**config.mk**
```make
export PLATFORM = sky130hd
export DESIGN_NAME = video_pattern_gen
export DESIGN_NICKNAME = d
export VERILOG_FILES = /design/src/rtl/video_pattern_gen.sv
export SDC_FILE = /design/constraint.sdc
export NUM_CORES = 1
export LEC_CHECK = 0
export ABC_AREA = 1
export CAP_MARGIN = 10
export CORE_MARGIN = 2
export CORE_UTILIZATION = 45
export DETAILED_ROUTE_END_ITERATION = 16
export PLACE_DENSITY = 0.68
export SETUP_SLACK_MARGIN = 0.15
export SKIP_LAST_GASP = 1
export SYNTH_ARGS = -nofsm -noshare
export SYNTH_HDL_FRONTEND = slang
export SYNTH_SLANG_ARGS = --single-unit
```
**constraint.sdc**
```tcl
create_clock -name I_pxl_clk -period 2.56 [get_ports I_pxl_clk]
set_input_delay 0.512 -clock I_pxl_clk [delete_from_list [all_inputs] [get_ports I_pxl_clk]]
set_output_delay 0.512 -clock I_pxl_clk [all_outputs]
set_load 0.01 [all_outputs]
```
**src/rtl/video_pattern_gen.sv**
```systemverilog
// Video timing and test-pattern generator with raster counters and an IDLE/RUN/DRAIN enable FSM.
// Sync, data enable, pixel and start-of-frame outputs are registered one clock behind the counters.
module video_pattern_gen #(
    parameter int   H_ACTIVE = 160,
    parameter int   H_FP     = 8,
    parameter int   H_SYNC   = 32,
    parameter int   H_BP     = 40,
    parameter int   V_ACTIVE = 120,
    parameter int   V_FP     = 3,
    parameter int   V_SYNC   = 4,
    parameter int   V_BP     = 6,
    parameter logic HS_POL   = 1'b1,
    parameter logic VS_POL   = 1'b1,
    parameter int   DW       = 8,
    parameter int   CHK_LOG2 = 3
) (
    input  logic            I_pxl_clk,
    input  logic            I_rst_n,
    input  logic            I_en,
    input  logic [2:0]      I_mode,
    input  logic [3*DW-1:0] I_solid_rgb,
    output logic            O_rgb_vs,
    output logic            O_rgb_hs,
    output logic            O_rgb_de,
    output logic [DW-1:0]   O_rgb_r,
    output logic [DW-1:0]   O_rgb_g,
    output logic [DW-1:0]   O_rgb_b,
    output logic            O_sof,
    output logic [15:0]     O_frame_cnt
);

    localparam int H_TOTAL = H_ACTIVE + H_FP + H_SYNC + H_BP;
    localparam int V_TOTAL = V_ACTIVE + V_FP + V_SYNC + V_BP;

    // Counter widths also hold the *_TOTAL value and the checker bit.
    localparam int HW_RAW = $clog2(H_TOTAL + 1);
    localparam int VW_RAW = $clog2(V_TOTAL + 1);
    localparam int HW     = (HW_RAW > CHK_LOG2) ? HW_RAW : CHK_LOG2 + 1;
    localparam int VW     = (VW_RAW > CHK_LOG2) ? VW_RAW : CHK_LOG2 + 1;

    localparam int BAR_W   = (H_ACTIVE >= 8) ? H_ACTIVE / 8 : 1;
    localparam bit BARS_EN = (H_ACTIVE >= 8);

    localparam logic [HW-1:0] H_LAST    = HW'(H_TOTAL - 1);
    localparam logic [HW-1:0] H_ACT_END = HW'(H_ACTIVE);
    localparam logic [HW-1:0] HS_START  = HW'(H_ACTIVE + H_FP);
    localparam logic [HW-1:0] HS_END    = HW'(H_ACTIVE + H_FP + H_SYNC);
    localparam logic [HW-1:0] BAR_LAST  = HW'(BAR_W - 1);
    localparam logic [VW-1:0] V_LAST    = VW'(V_TOTAL - 1);
    localparam logic [VW-1:0] V_ACT_END = VW'(V_ACTIVE);
    localparam logic [VW-1:0] VS_START  = VW'(V_ACTIVE + V_FP);
    localparam logic [VW-1:0] VS_END    = VW'(V_ACTIVE + V_FP + V_SYNC);

    localparam logic [DW-1:0] FULL = {DW{1'b1}};

    typedef enum logic [1:0] {
        IDLE,
        RUN,
        DRAIN
    } state_t;

    state_t state_q;
    state_t state_d;

    logic [HW-1:0]   h_cnt;
    logic [VW-1:0]   v_cnt;
    logic [HW-1:0]   bar_pos;
    logic [3:0]      bar_idx;
    logic [2:0]      mode_q;
    logic [3*DW-1:0] solid_q;

    logic            active;
    logic            h_end;
    logic            v_end;
    logic            frame_end;
    logic            at_origin;

    logic [2:0]      mode_eff;
    logic [3*DW-1:0] solid_eff;
    logic            de_c;
    logic            hs_c;
    logic            vs_c;
    logic            sof_c;
    logic [DW-1:0]   r_c;
    logic [DW-1:0]   g_c;
    logic [DW-1:0]   b_c;

    assign active    = (state_q != IDLE);
    assign h_end     = (h_cnt == H_LAST);
    assign v_end     = (v_cnt == V_LAST);
    assign frame_end = active && h_end && v_end;
    assign at_origin = (state_q == RUN) && (h_cnt == '0) && (v_cnt == '0);

    always_ff @(posedge I_pxl_clk or negedge I_rst_n) begin
        if (!I_rst_n) begin
            state_q <= IDLE;
        end else begin
            state_q <= state_d;
        end
    end

    // A frame in progress always runs to its last pixel; the enable is only honoured at frame end.
    always_comb begin
        state_d = state_q;
        unique case (state_q)
            IDLE: begin
                if (I_en) begin
                    state_d = RUN;
                end
            end
            RUN: begin
                if (!I_en) begin
                    state_d = frame_end ? IDLE : DRAIN;
                end
            end
            DRAIN: begin
                if (I_en) begin
                    state_d = RUN;
                end else if (frame_end) begin
                    state_d = IDLE;
                end
            end
            default: state_d = IDLE;
        endcase
    end

    always_ff @(posedge I_pxl_clk or negedge I_rst_n) begin
        if (!I_rst_n) begin
            h_cnt <= '0;
            v_cnt <= '0;
        end else if (!active) begin
            h_cnt <= '0;
            v_cnt <= '0;
        end else if (h_end) begin
            h_cnt <= '0;
            v_cnt <= v_end ? '0 : v_cnt + 1'b1;
        end else begin
            h_cnt <= h_cnt + 1'b1;
        end
    end

    // Bar index tracks h_cnt by counting pixels within each bar; index 8 marks the black remainder.
    always_ff @(posedge I_pxl_clk or negedge I_rst_n) begin
        if (!I_rst_n) begin
            bar_pos <= '0;
            bar_idx <= '0;
        end else if (!active || h_end) begin
            bar_pos <= '0;
            bar_idx <= '0;
        end else if (!bar_idx[3]) begin
            if (bar_pos == BAR_LAST) begin
                bar_pos <= '0;
                bar_idx <= bar_idx + 1'b1;
            end else begin
                bar_pos <= bar_pos + 1'b1;
            end
        end
    end

    always_ff @(posedge I_pxl_clk or negedge I_rst_n) begin
        if (!I_rst_n) begin
            mode_q  <= '0;
            solid_q <= '0;
        end else if (at_origin) begin
            mode_q  <= I_mode;
            solid_q <= I_solid_rgb;
        end
    end

    // The first pixel of a frame must already use the freshly sampled mode and colour.
    always_comb begin
        mode_eff  = at_origin ? I_mode : mode_q;
        solid_eff = at_origin ? I_solid_rgb : solid_q;
        de_c      = active && (h_cnt < H_ACT_END) && (v_cnt < V_ACT_END);
        hs_c      = (active && (h_cnt >= HS_START) && (h_cnt < HS_END)) ? HS_POL : ~HS_POL;
        vs_c      = (active && (v_cnt >= VS_START) && (v_cnt < VS_END)) ? VS_POL : ~VS_POL;
        sof_c     = at_origin;
        r_c       = '0;
        g_c       = '0;
        b_c       = '0;
        if (de_c) begin
            case (mode_eff)
                3'd0: begin
                    if (BARS_EN && !bar_idx[3]) begin
                        r_c = {DW{~bar_idx[1]}};
                        g_c = {DW{~bar_idx[2]}};
                        b_c = {DW{~bar_idx[0]}};
                    end
                end
                3'd1: begin
                    r_c = DW'(h_cnt);
                    g_c = DW'(h_cnt);
                    b_c = DW'(h_cnt);
                end
                3'd2: begin
                    if (h_cnt[CHK_LOG2] == v_cnt[CHK_LOG2]) begin
                        r_c = FULL;
                        g_c = FULL;
                        b_c = FULL;
                    end
                end
                3'd3: begin
                    {r_c, g_c, b_c} = solid_eff;
                end
                default: begin
                    r_c = '0;
                    g_c = '0;
                    b_c = '0;
                end
            endcase
        end
    end

    always_ff @(posedge I_pxl_clk or negedge I_rst_n) begin
        if (!I_rst_n) begin
            O_rgb_de <= 1'b0;
            O_rgb_hs <= ~HS_POL;
            O_rgb_vs <= ~VS_POL;
            O_sof    <= 1'b0;
            O_rgb_r  <= '0;
            O_rgb_g  <= '0;
            O_rgb_b  <= '0;
        end else begin
            O_rgb_de <= de_c;
            O_rgb_hs <= hs_c;
            O_rgb_vs <= vs_c;
            O_sof    <= sof_c;
            O_rgb_r  <= r_c;
            O_rgb_g  <= g_c;
            O_rgb_b  <= b_c;
        end
    end

    always_ff @(posedge I_pxl_clk or negedge I_rst_n) begin
        if (!I_rst_n) begin
            O_frame_cnt <= '0;
        end else if (frame_end) begin
            O_frame_cnt <= O_frame_cnt + 16'd1;
        end
    end

endmodule

```
======== After elaboration in Yosys (flattened, before gate mapping) ========
Index checks and enable logic that the tools add are counted.
storage, ports and cells
  output and inout port bits .............. 44
  logic and storage cells ................. 95
  flip-flop bits (word level) ............. 101
  bits of input ports ..................... 30
operators by class
  $add $sub $neg .......................... 5
  mux-type cells .......................... 31
  eq/ne operators ......................... 14
  order comparisons ....................... 6
  bitwise logic cells ..................... 3
  reduce and logical (&&, ||, !) cells .... 20
operator list
  kind                   count
  $mux 8                 15
  $pmux 8 s4             3
  $add 8x1->8 const B    3
  $mux 24                1
  $add 16x1->16 const B  1
  $eq 8x8->1 const B     2
  $logic_not 8->1        2
  $lt 8x7->1 const B     2
  $lt 8x8->1 const B     2
  $mux 4                 3
  $logic_and 1x1->1      10
  $mux 2                 5
  $eq 8x5->1 const B     1
  $ge 8x7->1 const B     1
  $ge 8x8->1 const B     1
  $eq 3x2->1 const B     2
  $pmux 2 s3             1
  $add 4x1->4 const B    1
  $ne 2x1->1 const B     2
  $ne 2x2->1 const B     2
  $reduce_bool 2->1      2
  $eq 3x1->1 const B     1
  $logic_not 3->1        1
  $mux 3                 1
  11 further kinds       14

======== Depth between registers and ports, before layout ========
  depth in word-level cells ............... 7
  mapped depth ............................ 15
  gate-level depth less buffers ........... 15

======== Worst setup path after synthesis ========
OpenSTA, ideal clock, no wires.
  path type ............................... register to register
  start point ............................. register h_cnt[0]
  end point ............................... register O_rgb_b[1]
  data arrival time ....................... 1.656 ns
  clock period less this slack ............ 1.778 ns
  path buffers ............................ 1
  stages on the path, launching flop included .. 15
  slack ................................... 0.782 ns
  required time ........................... 2.439 ns
  setup time .............................. 0.121 ns
  cell sequence ........................... dfrtp_1 > inv_1 > ha_1 > inv_1 > nor2_1 > nand2_1 > nor2_4 > nand2_4 > nand2_4 > nand2_8 > buf_8 > nand4_1 > nand2_1 > nor2_1 > nor2_1
on the way
  cells in the longest elaborated chain, start to end .. 7
  elaborated cells between the ends (all ways) .. 14
  those cells by class .................... order compare: 1; eq/ne: 3; mux: 4; reduce/logical: 6
ends and longest elaborated chain
  element                                   line  RTL
  start: declaration                        65    logic [HW-1:0] h_cnt;
  start signal: assignment                  138   h_cnt <= h_cnt + 1'b1;
  $logic_not 8->1                           92    assign at_origin = (state_q == RUN) && (h_cnt == '0) && (v_cnt == '0);
  $logic_and 1x1->1 (2 in series)           92
  $mux 3                                    -
  $eq 3x2->1, or another cell as far along  182   case (mode_eff)
  $pmux 8 s4                                182
  $mux 8 *                                  181   if (de_c) begin
  net b_c[1]                                86    logic [DW-1:0] b_c;
  end signal: assignment                    222   O_rgb_b <= '0;
  end signal: assignment                    230   O_rgb_b <= b_c;
  end: declaration                          27    output logic [DW-1:0] O_rgb_b,
The timed path passes the listed nets; every way through them passes the cells marked *.
A chain may end at the register's enable or synchronous reset.

======== Worst setup path in the final report ========
Same ends and word-level chain as after synthesis.

==> metrics.txt <==
# TYPE chip_impl_metric gauge
chip_impl_metric{name="initial_antenna_violation_count",unit=""} 0
chip_impl_metric{name="initial_core_util",unit="%"} 45.6
chip_impl_info{name="crit_chain",value="inv_1, ha_1, inv_1, nor2_1, nand2_1, nor2_4, nand3_2, nand2_4, nand4_1, nand2_1, nor2_1, nor2_1"} 1
chip_impl_metric{name="postCtsResizedCells",unit=""} 0
chip_impl_metric{name="routed-via-count",unit=""} 4128
chip_impl_metric{name="synthesis.area_per_instance",unit="sq um"} 8.71
chip_impl_metric{name="number_of_synthesis_warnings",unit=""} 0
chip_impl_metric{name="vias_per_cell",unit=""} 5.11
chip_impl_metric{name="grt_start_max_net_pins",unit=""} 41
chip_impl_info{name="start_kind",value="register"} 1
chip_impl_metric{name="simple_gate_portion_of_the_synthesized_area",unit="%"} 33.6
chip_impl_metric{name="ios",unit=""} 74
chip_impl_metric{name="power.share.switching",unit="%"} 34.7
chip_impl_info{name="synth_top_family_by_area",value="simple AND/OR/NAND/NOR gates"} 1
chip_impl_metric{name="drtIter0Drc",unit=""} 253
chip_impl_metric{name="report.final.setup_viol",unit=""} 0
chip_impl_metric{name="number_of_levels_the_h_tree_was_split_into",unit=""} 3
chip_impl_metric{name="power.density",unit="nW/um^2"} 803
chip_impl_info{name="clk_root_buffer_cell",value="sky130_fd_sc_hd__clkbuf_16"} 1
chip_impl_metric{name="setup_total_negative_slack",unit="ns"} 0
chip_impl_metric{name="finalWorstPathRequiredPeriod",unit="ns"} 2.17
chip_impl_info{name="timing_worst_setup_path_type",value="reg -> reg"} 1
chip_impl_metric{name="antenna-diode-count",unit=""} 0
chip_impl_metric{name="cellLeakagePower",unit="nW"} 2.98
chip_impl_info{name="worst_path_most_repeated_cell",value="sky130_fd_sc_hd__nor2_1"} 1
chip_impl_metric{name="net-switching-power",unit="mW"} 1.76
chip_impl_metric{name="post-route-drc-count",unit=""} 0
chip_impl_metric{name="number_of_flops_mapped_to_enable_cells_by_yosys",unit=""} 0
chip_impl_metric{name="die-area",unit="sq um"} 12300
chip_impl_metric{name="synth.area.mux_share",unit="%"} 0
chip_impl_metric{name="timing.final.max_slew_violations",unit=""} 0
chip_impl_metric{name="dp_hpwl",unit="um"} 8430
chip_impl_metric{name="cp_max_fo",unit=""} 34
chip_impl_metric{name="synth_adder_area_share",unit="%"} 1.70
chip_impl_metric{name="cp_slowest_stage_delay",unit="ns"} 0.42
chip_impl_info{name="critical_path.endpoint_type",value="register"} 1
chip_impl_metric{name="synth_xor_xnor_area_share",unit="%"} 3.58
chip_impl_metric{name="cts.path.max_buffers",unit=""} 2
chip_impl_metric{name="detail_route.wl_per_cell",unit="um"} 14.4
chip_impl_metric{name="fmax",unit="GHz"} 0.461
chip_impl_metric{name="arrival",unit="ns"} 2.45
chip_impl_info{name="tritoncts",value="yes"} 1
chip_impl_metric{name="drt_wl_total",unit="um"} 11700
chip_impl_metric{name="fp.dieH",unit="um"} 111
chip_impl_metric{name="compound_gate_fraction_of_synth_area",unit="%"} 5.16
chip_impl_info{name="hold_path.class",value="in -> async"} 1
chip_impl_info{name="yosys_most_used_dff",value="sky130_fd_sc_hd__dfrtp_1"} 1
chip_impl_metric{name="synth.net_count",unit=""} 627
chip_impl_info{name="rsz0062_at_grt",value="no"} 1
chip_impl_metric{name="clock_network_fraction_of_design_power",unit="%"} 28.2
chip_impl_metric{name="grt.overflow.total",unit=""} 0
chip_impl_metric{name="final_hold_viol_count",unit=""} 0
chip_impl_metric{name="nets",unit=""} 697
chip_impl_metric{name="syn_inst",unit=""} 590
chip_impl_metric{name="ctsHoldBuffers",unit=""} 0
chip_impl_metric{name="netlist_area",unit="sq um"} 5140
chip_impl_metric{name="final_core_utilization",unit="%"} 55.8
chip_impl_metric{name="chipWidth",unit="um"} 111
chip_impl_metric{name="vdd_drop_max",unit="V"} 0.000356
chip_impl_metric{name="port-buffer-count",unit=""} 73
chip_impl_metric{name="cts_buffers",unit=""} 9
chip_impl_metric{name="share_of_final_layout_standard_cells_stronger_than_drive_strength_1",unit="%"} 9.77
chip_impl_metric{name="gp_congestion",unit=""} 0.890
chip_impl_metric{name="postSynth.asyncResetShare",unit="%"} 100
chip_impl_metric{name="timing.slew.headroom",unit="%"} 62.6
chip_impl_metric{name="share_seq_of_total_power",unit="%"} 40.0
chip_impl_metric{name="p_int",unit="mW"} 3.30
chip_impl_metric{name="rows",unit=""} 39
chip_impl_metric{name="crit_required",unit="ns"} 2.84
chip_impl_metric{name="grt_first_pass_wirelength",unit="um"} 19900
chip_impl_info{name="result_of_the_run",value="finished clean"} 1
chip_impl_metric{name="post_cts_buffers",unit=""} 0
chip_impl_metric{name="clk_latency",unit="ns"} 0.35
chip_impl_metric{name="vias_in_the_first_global_route",unit=""} 4101
chip_impl_metric{name="global_route.usage.total",unit="%"} 20.0
chip_impl_info{name="worst_path_max_delay_cell",value="sky130_fd_sc_hd__dfrtp_1"} 1
chip_impl_metric{name="core_region_area",unit="sq um"} 11300
chip_impl_metric{name="tritoncts_num_sinks",unit=""} 101
chip_impl_metric{name="area_growth",unit="%"} 22.4
chip_impl_metric{name="sequential_element_share_of_the_synthesized_area",unit="%"} 49.2
chip_impl_metric{name="ys_seq_elements",unit=""} 101
chip_impl_metric{name="synth.distinct_cells",unit=""} 36
chip_impl_metric{name="final_min_period_over_clock_period",unit="%"} 84.8
chip_impl_metric{name="share_comb_of_total_power",unit="%"} 31.8
chip_impl_metric{name="timing_worst_slew_pin_value",unit="ns"} 0.561
chip_impl_metric{name="clkSlewWorstSetupHoldPaths",unit="ns"} 0.07
chip_impl_metric{name="drtPass1Iterations",unit=""} 6
chip_impl_metric{name="antenna_left",unit=""} 0
chip_impl_metric{name="post_route_skew",unit="ns"} 0.00689
chip_impl_metric{name="timing.max_cap.violations",unit=""} 0
cell usage in the layout (no fill, tap or decap), types with 6 or more instances in the layout:
master and count:
sky130_fd_sc_hd__a21oi_1 7, sky130_fd_sc_hd__buf_4 6, sky130_fd_sc_hd__clkbuf_16 9, sky130_fd_sc_hd__clkdlybuf4s50_1 72, sky130_fd_sc_hd__dfrtp_1 101, sky130_fd_sc_hd__ha_1 7
sky130_fd_sc_hd__inv_1 49, sky130_fd_sc_hd__nand2_1 132, sky130_fd_sc_hd__nand2_4 9, sky130_fd_sc_hd__nand3_1 36, sky130_fd_sc_hd__nand4_1 33, sky130_fd_sc_hd__nand4_2 8
sky130_fd_sc_hd__nor2_1 86, sky130_fd_sc_hd__nor2_4 6, sky130_fd_sc_hd__nor3_1 12, sky130_fd_sc_hd__o21ai_0 16, sky130_fd_sc_hd__o22ai_1 7, sky130_fd_sc_hd__xor2_1 18
cells by family (layout without fill, tap and decap cells):
| family | count (synthesis) | count (layout) |
|---|---|---|
| AO/OA/AOI/OAI | 44 | 44 |
| XOR/XNOR | 21 | 21 |
| adder cells (fa/ha/maj) | 7 | 7 |
| buffers and inverters | 74 | 149 |
| flip-flops | 101 | 101 |
| AND/OR/NAND/NOR | 343 | 343 |
cells in the mapped netlist, types with 7 or more instances:
cell type / number / area, sq um
sky130_fd_sc_hd__nand4_2: 8 / 100
sky130_fd_sc_hd__dfrtp_1: 101 / 2530
sky130_fd_sc_hd__buf_2: 10 / 50.1
sky130_fd_sc_hd__o21ai_0: 16 / 80.1
sky130_fd_sc_hd__xor2_1: 18 / 158
sky130_fd_sc_hd__ha_1: 7 / 87.6
sky130_fd_sc_hd__a21oi_1: 7 / 35.0
sky130_fd_sc_hd__nand2_4: 8 / 90.1
sky130_fd_sc_hd__inv_1: 49 / 184
sky130_fd_sc_hd__nor2_1: 86 / 323
sky130_fd_sc_hd__o22ai_1: 7 / 43.8
sky130_fd_sc_hd__nand4_1: 33 / 206
sky130_fd_sc_hd__nand3_1: 36 / 180
sky130_fd_sc_hd__nor3_1: 12 / 60.1
sky130_fd_sc_hd__nand2_1: 132 / 495
power by group through the flow:
| stage | Combinational, mW | Sequential, mW | Clock, mW |
|---|---|---|---|
| after detailed placement | 1.60 | 2.05 | 0 |
| after global placement | 1.58 | 2.04 | 0 |
| final | 1.60 | 2.02 | 1.43 |
| after global routing | 1.78 | 2.05 | 1.51 |
| after CTS | 1.61 | 2.03 | 1.44 |
| after floorplan | 1.13 | 2.08 | 0 |
metrics by stage:
step	setup slack [ns]	cells	total power [mW]	area [sq um]	hold WS, ns
2_1_floorplan	0.782	590	3.20	5140	0.216
3_3_place_gp	0.383	792	3.63	5970	0.468
3_5_place_dp	0.355	792	3.65	5970	0.473
4_1_cts	0.326	808	5.08	6280	0.168
5_1_grt	0.171	808	5.35	6290	0.203
6_report	0.390	808	5.05	6290	0.161
final timing paths:
kind | slack, ns | end | cells after the start | start
worst max-delay path | 0.39 | O_rgb_b[1]$_DFF_PN0_ | 12 | h_cnt[0]$_DFF_PN0_
worst min-delay path | 0.16 | O_frame_cnt[7]$_DFFE_PN0P_ | 1 | I_rst_n
worst max register to register | 0.39 | O_rgb_b[1]$_DFF_PN0_ | 12 | h_cnt[0]$_DFF_PN0_
worst min register to register | 0.49 | solid_q[5]$_DFF_PN0_ | 2 | solid_q[5]$_DFF_PN0_
max in group asynchronous | 1.83 | O_rgb_b[7]$_DFF_PN0_ | 2 | I_rst_n
min in group I_pxl_clk | 0.49 | solid_q[5]$_DFF_PN0_ | 2 | solid_q[5]$_DFF_PN0_
sequential cells by signal, summed over array words and instances (netlist names):
signal,cells
solid_q,24
O_frame_cnt,16
O_rgb_b,8
O_rgb_g,8
O_rgb_r,8
bar_pos,8
h_cnt,8
v_cnt,8
bar_idx,4
mode_q,3
state_q,2
O_rgb_de,1
O_rgb_hs,1
O_rgb_vs,1
O_sof,1
critical path, delay by kind of cell, from the launching register on:
kind,cells,cell delay [ns]
buffers and inverters,2,0.10
adders and majority gates,1,0.13
DFF,1,0.42
and+or+nand+nor,9,1.43
area by class of cell:
class                   instances  area [sq um]
inverters                      53           199
clock inverters                 3          42.5
multi-input cells             415          2270
flip-flops and latches        101          2530
repair buffers                 80           806
clock buffers                  13           270
well taps                     143           179
fillers                      1016          4980
per-layer routing:
layer / track usage [%] / vias to the layer above / share of wire [%]
met3: 3.01 / 20 / 4.1
li1: - / 2069 / -
met5: 0 / - / 0
met4: 8.92 / 0 / 2.5
met2: 33.1 / 99 / 49
met1: 26.2 / 1940 / 44
(Power assumes the default switching activity.)
